## src/rtl/enhanced_cu.sv

```systemverilog
// Multi-cycle control unit for the enhanced processor: fetch/decode/execute
// sequencing with a memory wait counter, blocking input wait and extended opcodes.
module enhanced_cu #(
    parameter int OPW      = 4,
    parameter int MEM_WAIT = 0
) (
    input  logic           Clock,
    input  logic           Reset,
    input  logic [OPW-1:0] IR,
    input  logic           Aeq0,
    input  logic           Apos,
    input  logic           Enter,
    output logic           IRload,
    output logic           PCload,
    output logic           JMPmux,
    output logic           Meminst,
    output logic           MemWr,
    output logic           Aload,
    output logic [1:0]     Asel,
    output logic           Sub,
    output logic           Outload,
    output logic           Halt
);

    localparam int WW = (MEM_WAIT > 0) ? $clog2(MEM_WAIT + 1) : 1;
    localparam logic [WW-1:0] WLAST = WW'(MEM_WAIT);
    localparam logic [WW-1:0] WONE  = WW'(1);

    localparam logic [OPW-1:0] OP_LOAD  = OPW'(0);
    localparam logic [OPW-1:0] OP_STORE = OPW'(1);
    localparam logic [OPW-1:0] OP_ADD   = OPW'(2);
    localparam logic [OPW-1:0] OP_SUB   = OPW'(3);
    localparam logic [OPW-1:0] OP_IN    = OPW'(4);
    localparam logic [OPW-1:0] OP_JZ    = OPW'(5);
    localparam logic [OPW-1:0] OP_JPOS  = OPW'(6);
    localparam logic [OPW-1:0] OP_HALT  = OPW'(7);
    localparam logic [OPW-1:0] OP_JMP   = OPW'(8);
    localparam logic [OPW-1:0] OP_OUT   = OPW'(9);
    localparam logic [OPW-1:0] OP_CLR   = OPW'(11);

    typedef enum logic [2:0] {
        FETCH,
        DECODE,
        EXEC,
        INWAIT,
        HALT
    } state_t;

    state_t        state, state_nx;
    logic [WW-1:0] wcnt, wcnt_nx;
    logic          wdone;

    assign wdone = (wcnt == WLAST);

    always_ff @(posedge Clock) begin
        if (Reset) begin
            state <= FETCH;
            wcnt  <= '0;
        end else begin
            state <= state_nx;
            wcnt  <= wcnt_nx;
        end
    end

    always_comb begin
        state_nx = state;
        wcnt_nx  = wcnt;
        IRload   = 1'b0;
        PCload   = 1'b0;
        JMPmux   = 1'b0;
        Meminst  = 1'b0;
        MemWr    = 1'b0;
        Aload    = 1'b0;
        Asel     = 2'b00;
        Sub      = 1'b0;
        Outload  = 1'b0;
        Halt     = 1'b0;

        // Reset masks every strobe in the cycle it is asserted, whatever the state.
        if (!Reset) begin
            unique case (state)
                FETCH: begin
                    Meminst = 1'b1;
                    if (wdone) begin
                        IRload   = 1'b1;
                        PCload   = 1'b1;
                        wcnt_nx  = '0;
                        state_nx = DECODE;
                    end else begin
                        wcnt_nx = wcnt + WONE;
                    end
                end
                DECODE: state_nx = EXEC;
                EXEC: begin
                    state_nx = FETCH;
                    case (IR)
                        OP_LOAD, OP_STORE: begin
                            if (IR == OP_LOAD) Asel = 2'b10;
                            if (wdone) begin
                                wcnt_nx = '0;
                                if (IR == OP_LOAD) Aload = 1'b1;
                                else               MemWr = 1'b1;
                            end else begin
                                wcnt_nx  = wcnt + WONE;
                                state_nx = EXEC;
                            end
                        end
                        OP_ADD: Aload = 1'b1;
                        OP_SUB: begin
                            Sub   = 1'b1;
                            Aload = 1'b1;
                        end
                        OP_IN: begin
                            Asel = 2'b01;
                            if (Enter) Aload    = 1'b1;
                            else       state_nx = INWAIT;
                        end
                        OP_JZ: begin
                            JMPmux = Aeq0;
                            PCload = Aeq0;
                        end
                        OP_JPOS: begin
                            JMPmux = Apos;
                            PCload = Apos;
                        end
                        OP_HALT: state_nx = HALT;
                        OP_JMP: begin
                            JMPmux = 1'b1;
                            PCload = 1'b1;
                        end
                        OP_OUT: Outload = 1'b1;
                        OP_CLR: begin
                            Asel  = 2'b11;
                            Aload = 1'b1;
                        end
                        default: ;
                    endcase
                end
                INWAIT: begin
                    Asel = 2'b01;
                    if (Enter) begin
                        Aload    = 1'b1;
                        state_nx = FETCH;
                    end
                end
                HALT: Halt = 1'b1;
                default: state_nx = FETCH;
            endcase
        end
    end

endmodule

```

## config.mk

```make
export PLATFORM = sky130hd
export DESIGN_NAME = enhanced_cu
export DESIGN_NICKNAME = d
export VERILOG_FILES = /design/src/rtl/enhanced_cu.sv
export SDC_FILE = /design/constraint.sdc
export NUM_CORES = 1
export LEC_CHECK = 0
export ABC_AREA = 1
export BUFFER_PORTS_ARGS = -buffer_cell sky130_fd_sc_hd__buf_4
export CAP_MARGIN = 20
export CELL_PAD_IN_SITES_DETAIL_PLACEMENT = 1
export CELL_PAD_IN_SITES_GLOBAL_PLACEMENT = 2
export CORE_MARGIN = 1.5
export CORE_UTILIZATION = 16
export DETAILED_ROUTE_END_ITERATION = 12
export PLACE_DENSITY_LB_ADDON = 0.12
export SETUP_SLACK_MARGIN = 0.2
export SLEW_MARGIN = 20
export SYNTH_ARGS = -nofsm -noshare
export SYNTH_HDL_FRONTEND = slang
export SYNTH_SLANG_ARGS = --single-unit
```

## constraint.sdc

```tcl
create_clock -name Clock -period 1 [get_ports Clock]
set_input_delay 0.2 -clock Clock [delete_from_list [all_inputs] [get_ports Clock]]
set_output_delay 0.2 -clock Clock [all_outputs]
set_load 0.02 [all_outputs]
```

# ---- Word level (Yosys, flattened, before mapping)
# Cells that the tools add are included.
dict set report word_totals {
  register_bits 4
  latch_bits 0
  ramBits 0
  rom_bits 0
  output_inout_bits 11
  n_memories 0
}
dict set report classes {
  add_sub_neg 1
  multipliers 0
  div_mod_pow 0
  n_lt_le_gt_ge 0
  n_eq_ne 17
  n_shift 0
  muxes 42
  n_bitwise 1
  n_reduce_logical 7
}
# op count
set ops {}
lappend ops {{1-bit 2-to-1 mux} 27}
lappend ops {{4-bit by 3-bit equality test with 1-bit output, second input constant} 4}
lappend ops {{3-bit one-hot mux with 5 select lines} 1}
lappend ops {{4-bit equality test, second input constant} 3}
lappend ops {{3-bit one-hot mux with 3 select lines} 1}
lappend ops {{4-bit by 2-bit equality test with 1-bit output, second input constant} 2}
lappend ops {{2-bit 2-to-1 mux} 4}
lappend ops {{3-bit by 2-bit equality test with 1-bit output, second input constant} 2}
lappend ops {{3-bit 2-to-1 mux} 2}
lappend ops {{1-bit one-hot mux with 2 select lines} 3}
lappend ops {{1-bit one-hot mux with 3 select lines} 2}
lappend ops {{2-bit one-hot mux with 3 select lines} 1}
lappend ops {{4-bit by 1-bit equality test with 1-bit output, second input constant} 1}
lappend ops {{4-bit zero test} 1}
lappend ops {{2-bit != test, second input constant} 2}
lappend ops {{2-bit one-hot mux with 2 select lines} 1}
lappend ops {{3-bit by 1-bit equality test with 1-bit output, second input constant} 1}
lappend ops {{3-bit equality test, second input constant} 1}
lappend ops {{3-bit zero test} 1}
lappend ops {{3-bit AND reduction} 1}
lappend ops {{3-bit OR reduction} 1}
lappend ops {{2-bit by 1-bit != test with 1-bit output, second input constant} 1}
lappend ops {{2-bit AND reduction} 1}
lappend ops {{2-bit nonzero test} 1}
lappend ops {{other kinds (3)} 3}

# ---- Logic depth before layout (Yosys ltp)
# Gate-level depths: netlist of the first run.
dict set report depth {
  word_depth 6
  ltp_mapped 7
  mapped_depth_nobuf 7
}

# ---- Least setup slack after synthesis of the first run
# Ideal clock, no wire load.
dict set report synth_path {
  path_type {reg-to-output}
  startpoint {reg state[0]}
  endpoint {out PCload}
  t_arrival_ps 1136
  required_time_ps 800
  path_slack_ps -336
  path_stages_with_launch 6
  n_path_buf 0
  cell_sequence {dfxtp_1 -> nor2_1 -> nand2_1 -> nor2_1 -> inv_1 -> nand2_1}
}
dict set report synth_via {
  elab_chain_len 3
  elab_cells_between_ends 4
  classes_between {eq/ne: 1; mux: 2; reduce/logical: 1}
}
# item line
set synth_lines {}
lappend synth_lines {{start, declared} 49} ;# state_t state, state_nx;
lappend synth_lines {{start signal, assigned} 60} ;# state <= state_nx;
lappend synth_lines {{3-bit by 2-bit equality test with 1-bit output or 3-bit zero test (tied branches)} 81} ;# unique case (state)
lappend synth_lines {{1-bit one-hot mux with 2 select lines (*)} 81}
lappend synth_lines {{1-bit 2-to-1 mux (*)} 80} ;# if (!Reset) begin
lappend synth_lines {{end, declared} 14} ;# output logic PCload,
# Mark *: on every way between the ends. The rest lies on a longest branch, timed or not.

# ---- Final worst setup path of the first run
dict set report layout_path {
  startpoint {reg state[1]}
  endpoint {out Outload}
}
dict set report layout_via {
  elab_chain_len 3
}
# item line
set layout_lines {}
lappend layout_lines {{3-bit by 2-bit equality test with 1-bit output} 81}
lappend layout_lines {{1-bit 2-to-1 mux} 81}
lappend layout_lines {{1-bit 2-to-1 mux} 80}
lappend layout_lines {{end, declared} 21} ;# output logic Outload,
# Every way passes these cells.

==> results by stage, run 1 <==
STA:
- The final number of setup-violating endpoints is 13.
- The worst pin sits at a relative slew slack of 0.744.
- Setup repair after global routing could not meet its margin everywhere.
- Static timing analysis puts the maximum clock frequency at ~680 MHz.
- The ratio of final minimum period to clock period is 1.48.
- The final number of hold-violating endpoints was 0.
- In the post-route analysis, the smallest setup slack over all paths is -480 ps.
- The number of pins with negative max-slew slack in the final report is 0.
- In the final timing run, aggregate negative setup slack is -4600 ps.
- The transition time of the tightest slew-check pin is roughly 380 ps.
- The setup clock skew after layout is roughly 1.3 ps.
- Subtracting the final worst setup slack from the clock period gives between 1000 and 1500 ps.

Placed design:
- Once detailed placement completed, the half-perimeter wirelength came to 1.11 mm.
- The number of port buffers is 19.
- The global placement routability congestion is between 0.7 and 0.8.
- The total instance count after detailed placement is around 130.
- The pre-CTS setup slack is -353 ps.

Routing:
- In the routed design, unresolved DRC markers number 0.
- The wire length per cell after detailed routing is between 9 and 10 um.
- Across all layers, the routed design uses between 500 and 600 vias.
- The violation count after the first detailed-routing iteration is 4.
- For this block, the routed nets add up to ~1.4 mm of wire.
- Dividing the detail-routed via count by the number of cells gives between 4 and 5.
- The count of nets left with antenna violations once routing finished came out at 0.
- For this run, the detailed router's first-pass iteration total came to 2.

Critical path:
- For the worst setup path, the data required time is roughly 800 ps.
- Counting cells, the worst reg-to-reg path comes to 8.
- The worst setup path is captured at an output pin.
- The startpoint class of the critical path is a flop.
- The critical path class is flop to output pin.
- Data arrives at the worst endpoint at roughly 1300 ps.
- The endpoint identified for the worst register-to-register timing path is state[1]$_SDFFE_PP0P_.
- In this run the critical register-to-register path is launched from state[1]$_SDFFE_PP0P_.
- The minimum setup slack among reg-to-reg paths is -60 ps.
- The largest fanout on the critical path is 4.

Logic synthesis:
- Summed over all instances, the cell type with the most area after synthesis is nand2_1.
- Sorting the synthesized cells by area gives the leading types as nand2_1 21%, dfxtp_1 17%, inv_1 16%, nand3_1 14%, nor2_1 6.4%.
- Counting every instance in the synthesized netlist gives 70.
- The synthesized netlist contains 15 unique library cells.
- For this run, the register share of the synthesized area comes to 0.170.
- The cell area after technology mapping is approximately 350 um^2.
- The synthesis-stage register bit count is 3.
- The top cell type's share of synthesized area is 0.213.
- The Yosys step of the flow raised 0 warnings.
- The total nets after synthesis is 79.
- After synthesis, the mean cell area works out to 5.04 um^2.

Global routing:
- The number of antenna violations at the first check in global routing is 0.
- The maximum number of pins on one net before global-route repair is 5.
- The overall routing resource usage is 0.128.
- The total overflow left after global routing is 0.
- The number of global-route vias before repair is 574.
- The first-pass GRT wire length is around 2.4 mm.

Final layout:
- Leaving out filler cells and counting taps, the final layout contains between 100 and 150.
- The number of nets in the layout is 122.
- Compared with the post-synthesis result, the final layout area differs by 147%.
- The count of fill cells added during filler insertion is 265.
- The multi-input gate area in the final layout is around 340 um^2.
- The number of flip-flops in the largest register is 3.
- The most flop-heavy register is state.
- In the final layout, the share of cells above drive strength 1 is 0.643.
- The number of diodes is 0.
- The register area is ~64 um^2.
- The largest registers in the layout are state x3.

Power and ir drop:
- The power per cell area is around 760 nW/um^2.
- For this design the total switching power over the nets is approximately 0.00023 W.
- The fraction of power consumed by the clock network is 0.317.
- The relative contribution of sequential cells to total power is 0.209.
- The sum of internal, switching and leakage power is 0.000663 W.
- The portion of total power attributed to combinational logic is 0.474.
- Of the total power, the share spent switching nets is 0.349.
- The internal power of the cells totals around 0.00043 W.
- The worst vdd rail ir drop is 0.659 mV.
- The reported leakage power is around 0.5 nW.

Floorplan:
- The placeable core area is 2020 um^2.
- The number of placed I/O pins is 20.
- The chip height is 50.0 um.
- The initial cell density of the core is 0.175.
- The die area is between 2000 and 2500 um^2.
- The x dimension of the die is roughly 50 um.
- After floorplanning, the core was divided into 16 placement rows.

Hold path:
- In this run the worst hold path is classified as primary input to flop.
- The worst hold path was traced through 3 stages.
- The path with the worst hold slack has its endpoint at state[2]$_SDFFE_PP0P_.
- The start point of the worst hold path is Reset.

Clocking:
- The root buffer cell is clkbuf_4.
- Counting the buffers created by CTS gives 3.
- Clock-pin slew was measured on the worst setup and hold paths at roughly 40 ps.
- The clock latency on the worst-skew pair is around 230 ps.
- TritonCTS built the clock tree.
- The maximum level of the CTS H-tree is 1.
- The number of sinks handled by clock tree synthesis is 3.
- Hold repair after CTS inserted 0 buffers.
- The longest clock path from root to sink contains 2 buffers.

Status:
- The final reports fail on negative setup slack.
- The flow ran to the end, but the final reports show violations.

Flow run:
- The number of max-cap violations is 0.
## Yosys cell counts
master / instances
nand2_1: 20
dfxtp_1: 3
nor2_2: 1
nand3_1: 10
nand2_2: 1
nor3_2: 1
inv_2: 2
nor3_1: 3
o21ai_0: 3
inv_1: 15
clkinv_2: 1
nor2_1: 6
a21oi_1: 2
nand4_1: 1
buf_4: 1
## through the flow
stage	util	hold slack (ps)	cell area [um^2]
2_1_floorplan	-	269	428
3_3_place_gp	0.355	535	717
3_5_place_dp	0.355	538	717
4_1_cts	0.412	297	833
5_1_grt	0.431	308	871
6_report	0.431	299	871
## cells in the final DEF, fill, tap and decap left out, drive strengths merged
cell type	Yosys	layout
o21ai	3	3
nand3	10	10
clkinv	1	1
nor2	7	7
clkbuf	0	4
a21oi	2	2
dfxtp	3	3
nor3	4	4
buf	1	39
nand4	1	1
nand2	21	21
inv	17	17
## power by group through the flow
stage / Combinational (W) / Sequential (W) / Clock, W
2_1_floorplan: 0.000133 / 0.000143 / 0
3_3_place_gp: 0.000259 / 0.000140 / 0
3_5_place_dp: 0.000265 / 0.000140 / 0
4_1_cts: 0.000302 / 0.000139 / 0.000223
5_1_grt: 0.000345 / 0.000140 / 0.000235
6_report: 0.000314 / 0.000139 / 0.000210
## final cells by class
class / instances / area share
flip-flops and latches: 3 / 0.0733
well taps: 27 / 0.0388
multi-input cells: 48 / 0.395
repair buffers: 39 / 0.381
inverters: 18 / 0.0819
clock buffers: 4 / 0.0302
## logic make-up after synthesis
logic type / Yosys count / share of synthesized area
and+or+nand+nor: 43 / 0.543
DFF: 3 / 0.170
AOI/OAI and AO/OA: 5 / 0.0709
buffers and inverters: 19 / 0.216
## routing by layer
| layer | track usage | wire, um |
|---|---|---|
| met5 | 0 | 0 |
| met4 | 0.0556 | 17 |
| met3 | 0.0182 | 51 |
| met2 | 0.218 | 716 |
| met1 | 0.158 | 598 |
## what timing repair did
| action | 4_1_cts | 5_1_grt |
|---|---|---|
| setup endpoints to repair | 14 | 14 |
| setup buffers | 3 | 1 |
| pin swaps | 3 | 3 |
| resized for setup | 15 | 6 |
## how the worst max path moves through the flow
stage | from | to | cells past startpoint | slack, ps
detailed placement | IR[2] | PCload | 7 | -350
CTS | state[1]$_SDFFE_PP0P_ | Sub | 6 | -480
floorplan | state[1]$_SDFFE_PP0P_ | JMPmux | 6 | -130
finish | state[1]$_SDFFE_PP0P_ | Outload | 6 | -480
global placement | IR[2] | PCload | 7 | -320
global route | state[1]$_SDFFE_PP0P_ | MemWr | 6 | -580
## critical path: stages, from the launching register on
cell and delay (ps):
dfxtp_2 340, inv_2 50, nor3_4 150, nand2_2 110
buf_12 150, nor3_4 110, buf_6 140
Note: power is estimated with default switching activity, not from simulation.
==> inputs of run 2 (changes only) <==
Settings changed: CORE_UTILIZATION 16 to 17, CTS_BUF_LIST from default to sky130_fd_sc_hd__clkbuf_4.
==> results by stage, run 2 (same netlist as run 1, synthesis figures left out) <==
Clocking:
- The maximum count of clock buffers along a single path is 2.
- CTS built an H-tree with a depth of 1.
- The clock latency on the worst-skew pair is 230 ps.
- TritonCTS built the clock tree.
- The TritonCTS buffer count is 3.
- The register clock-pin slew on the reported worst setup and hold paths is about 40 ps.
- Clock tree synthesis found a total of 3 sinks.
- The root buffer cell is clkbuf_4.

Critical path:
- Counting stages on the worst path, the most repeated cell is nand2_4.
- The critical path crosses 7 cells after its start point.
- The critical path goes through inv_2, nor3_4, nand2_4, clkinv_4, nand2_4, nand2_4, buf_6.
- The cell depth of the worst flop-to-flop path is 8.
- The startpoint class of the critical path is a flop.
- In this run the register-to-register setup slack is -70 ps.
- At the worst endpoint, the arrival time is approximately 1300 ps.
- In this run the worst path has a maximum fanout of 5.
- The critical path buffer and inverter count is 3.
- The kind of end point of the critical path is an output pin.
- The critical path's top delay family is simple AND/OR/NAND/NOR gates.
- The critical path in this run is classified as flop to output pin.
- The critical path's slowest cell is dfxtp_2.
- For the worst setup path, the data required time is approximately 800 ps.
- On the worst path, the slowest cell contributes a delay of roughly 340 ps.

Final layout:
- The number of flip-flops in the largest register is 3.
- Counting the fill cells in the layout gives ~270.
- The number of nets in the layout is ~120.
- The final core utilization is 0.430.
- The area overhead of the layout relative to synthesis is 139%.
- The library cells used most frequently in the layout, excluding fill and tap cells, are 27 x buf_4, 13 x inv_1, 12 x nand2_1.
- Of the cells placed in the final design, the portion with a size suffix greater than 1 is 0.633.
- Leaving out filler cells and counting taps, the final layout contains around 140.
- The library cell used most frequently in the layout, excluding fill and tap cells, is buf_4.
- The most flop-heavy register is state.
- The number of antenna diodes in the final layout is 0.
- In the final layout, the registers with the most flip-flops are state x3.

Floorplan:
- For this configuration, the core starts out at a cell density of 0.180.
- The die is 48.6 um wide.
- The die covers between 2000 and 2500 um^2.
- The floorplan step defined a core boundary enclosing 1960 um^2.
- After floorplanning, the core was divided into 16 placement rows.
- The number of placed I/O pins is 20.
- The die is around 50 um tall.

Routing:
- The wire length on met2 is roughly 730 um.
- Detailed routing inserted a total of around 550 vias.
- The highest signal layer in the routed design is met3.
- Dividing the detail-routed wire length by the instance count gives approximately 9.6 um.
- The routed wire length is 1.31 mm.
- For this run, the detailed router's first-pass iteration total came to 2.
- For this block, wires on met1 add up to roughly 540 um.
- The violation count after the first detailed-routing iteration is 1.
- The residual DRC count is 0.
- The number of nets still failing antenna checks after routing is 0.
- The met3 wire length is ~39 um.
- The detailed-route vias per instance is 4.02.

Global routing:
- The number of global-route vias before repair is ~600.
- The maximum number of pins on one net before global-route repair is 6.
- The total overflow left after global routing is 0.
- The first-pass GRT wire length is 2.38 mm.
- Across every metal layer, demand over resource in global routing totals 0.128.
- The number of antenna violations at the first check in global routing is 0.

STA:
- Setup repair after global routing could not meet its margin everywhere.
- Clock skew on the completed layout was measured at just under 0.2 ps.
- The maximum operating frequency is slightly below 700 MHz.
- Once routing completed, OpenROAD measured the worst setup slack at -465 ps.
- The ratio of final minimum period to clock period is 1.47.
- The final number of hold-violating endpoints was 0.
- The number of pins with negative max-slew slack in the final report came to 0.
- The tightest hold path in the finished design has a slack of slightly above 300 ps.
- In this run the tightest slew margin relative to its limit is 0.782.
- The transition time of the tightest slew-check pin is between 300 and 400 ps.
- The final critical path time including I/O delays and setup is around 1500 ps.
- Setup violations remaining at the end of the flow were counted as 13.

Power and ir drop:
- VDD sags by at most between 0.6 and 0.7 mV.
- For this design the ratio of total power to cell area is roughly 800 nW/um^2.
- In this run the static leakage power is 0.490 nW.

Status:
- The flow ran to the end, but the final reports show violations.
- The final reports fail on negative setup slack.

Placed design:
- Including well taps, the total number of placed cells is between 100 and 150.
- The global placement routability congestion is slightly above 0.7.
- The number of port buffers is 19.
- The wire-length estimate of the detail-placed layout is around 1.1 mm.

Hold path:
- The worst hold path was traced through 3 stages.
- The kind of path behind the tightest hold check is primary input to flop.

Flow run:
- Max-cap violations in this run came to 0.
-- run 2: final timing paths --
| path | startpoint | endpoint |
|---|---|---|
| hold reg to reg | state[1]$_SDFFE_PP0P_ | state[2]$_SDFFE_PP0P_ |
| hold / removal | Reset | state[2]$_SDFFE_PP0P_ |
| setup / recovery | state[1]$_SDFFE_PP0P_ | PCload |
| setup reg to reg | state[1]$_SDFFE_PP0P_ | state[0]$_SDFFE_PP0P_ |
-- run 2: cell type report --
cell class | count | area [um^2] | area share
clock buffer | 4 | 30.0 | 0.0356
inverter | 18 | 72.6 | 0.0861
multi-input combinational | 48 | 339 | 0.402
sequential | 3 | 63.8 | 0.0757
tap | 27 | 33.8 | 0.0401
timing repair buffer | 36 | 304 | 0.361
-- run 2: worst min-delay path: stages --
cell and delay [ps]:
buf_4 100, buf_4 150, a21oi_1 50
-- run 2: power breakdown --
part           internal [W]  switching, W
clock              0.000177     0.0000627
combinational      0.000143      0.000160
sequential         0.000131     0.0000104
total              0.000450      0.000233
-- run 2: stage by stage --
step                      setup TNS [ps]  total power (W)  area, um^2  setup WS, ps
after floorplan                     -926         0.000276         428          -133
after global placement             -2460         0.000395         702          -301
after detailed placement           -2570         0.000398         702          -312
after CTS                          -4530         0.000693         813          -472
after global routing               -5600         0.000737         843          -539
final                              -4500         0.000684         843          -465
-- run 2: timing repair --
item / CTS / global route
endpoints found under the setup margin: 14 / 14
hold buffers: 0 / 0
gates resized for setup: 18 / 6
buffers inserted: 2 / 1
pin swaps: 2 / 1
-- run 2: per-layer routing --
metal / track usage / vias up
li1: - / 289
met1: 0.146 / 246
met2: 0.248 / 12
met3: 0 / 0
met4: 0.0571 / 0
met5: 0 / -
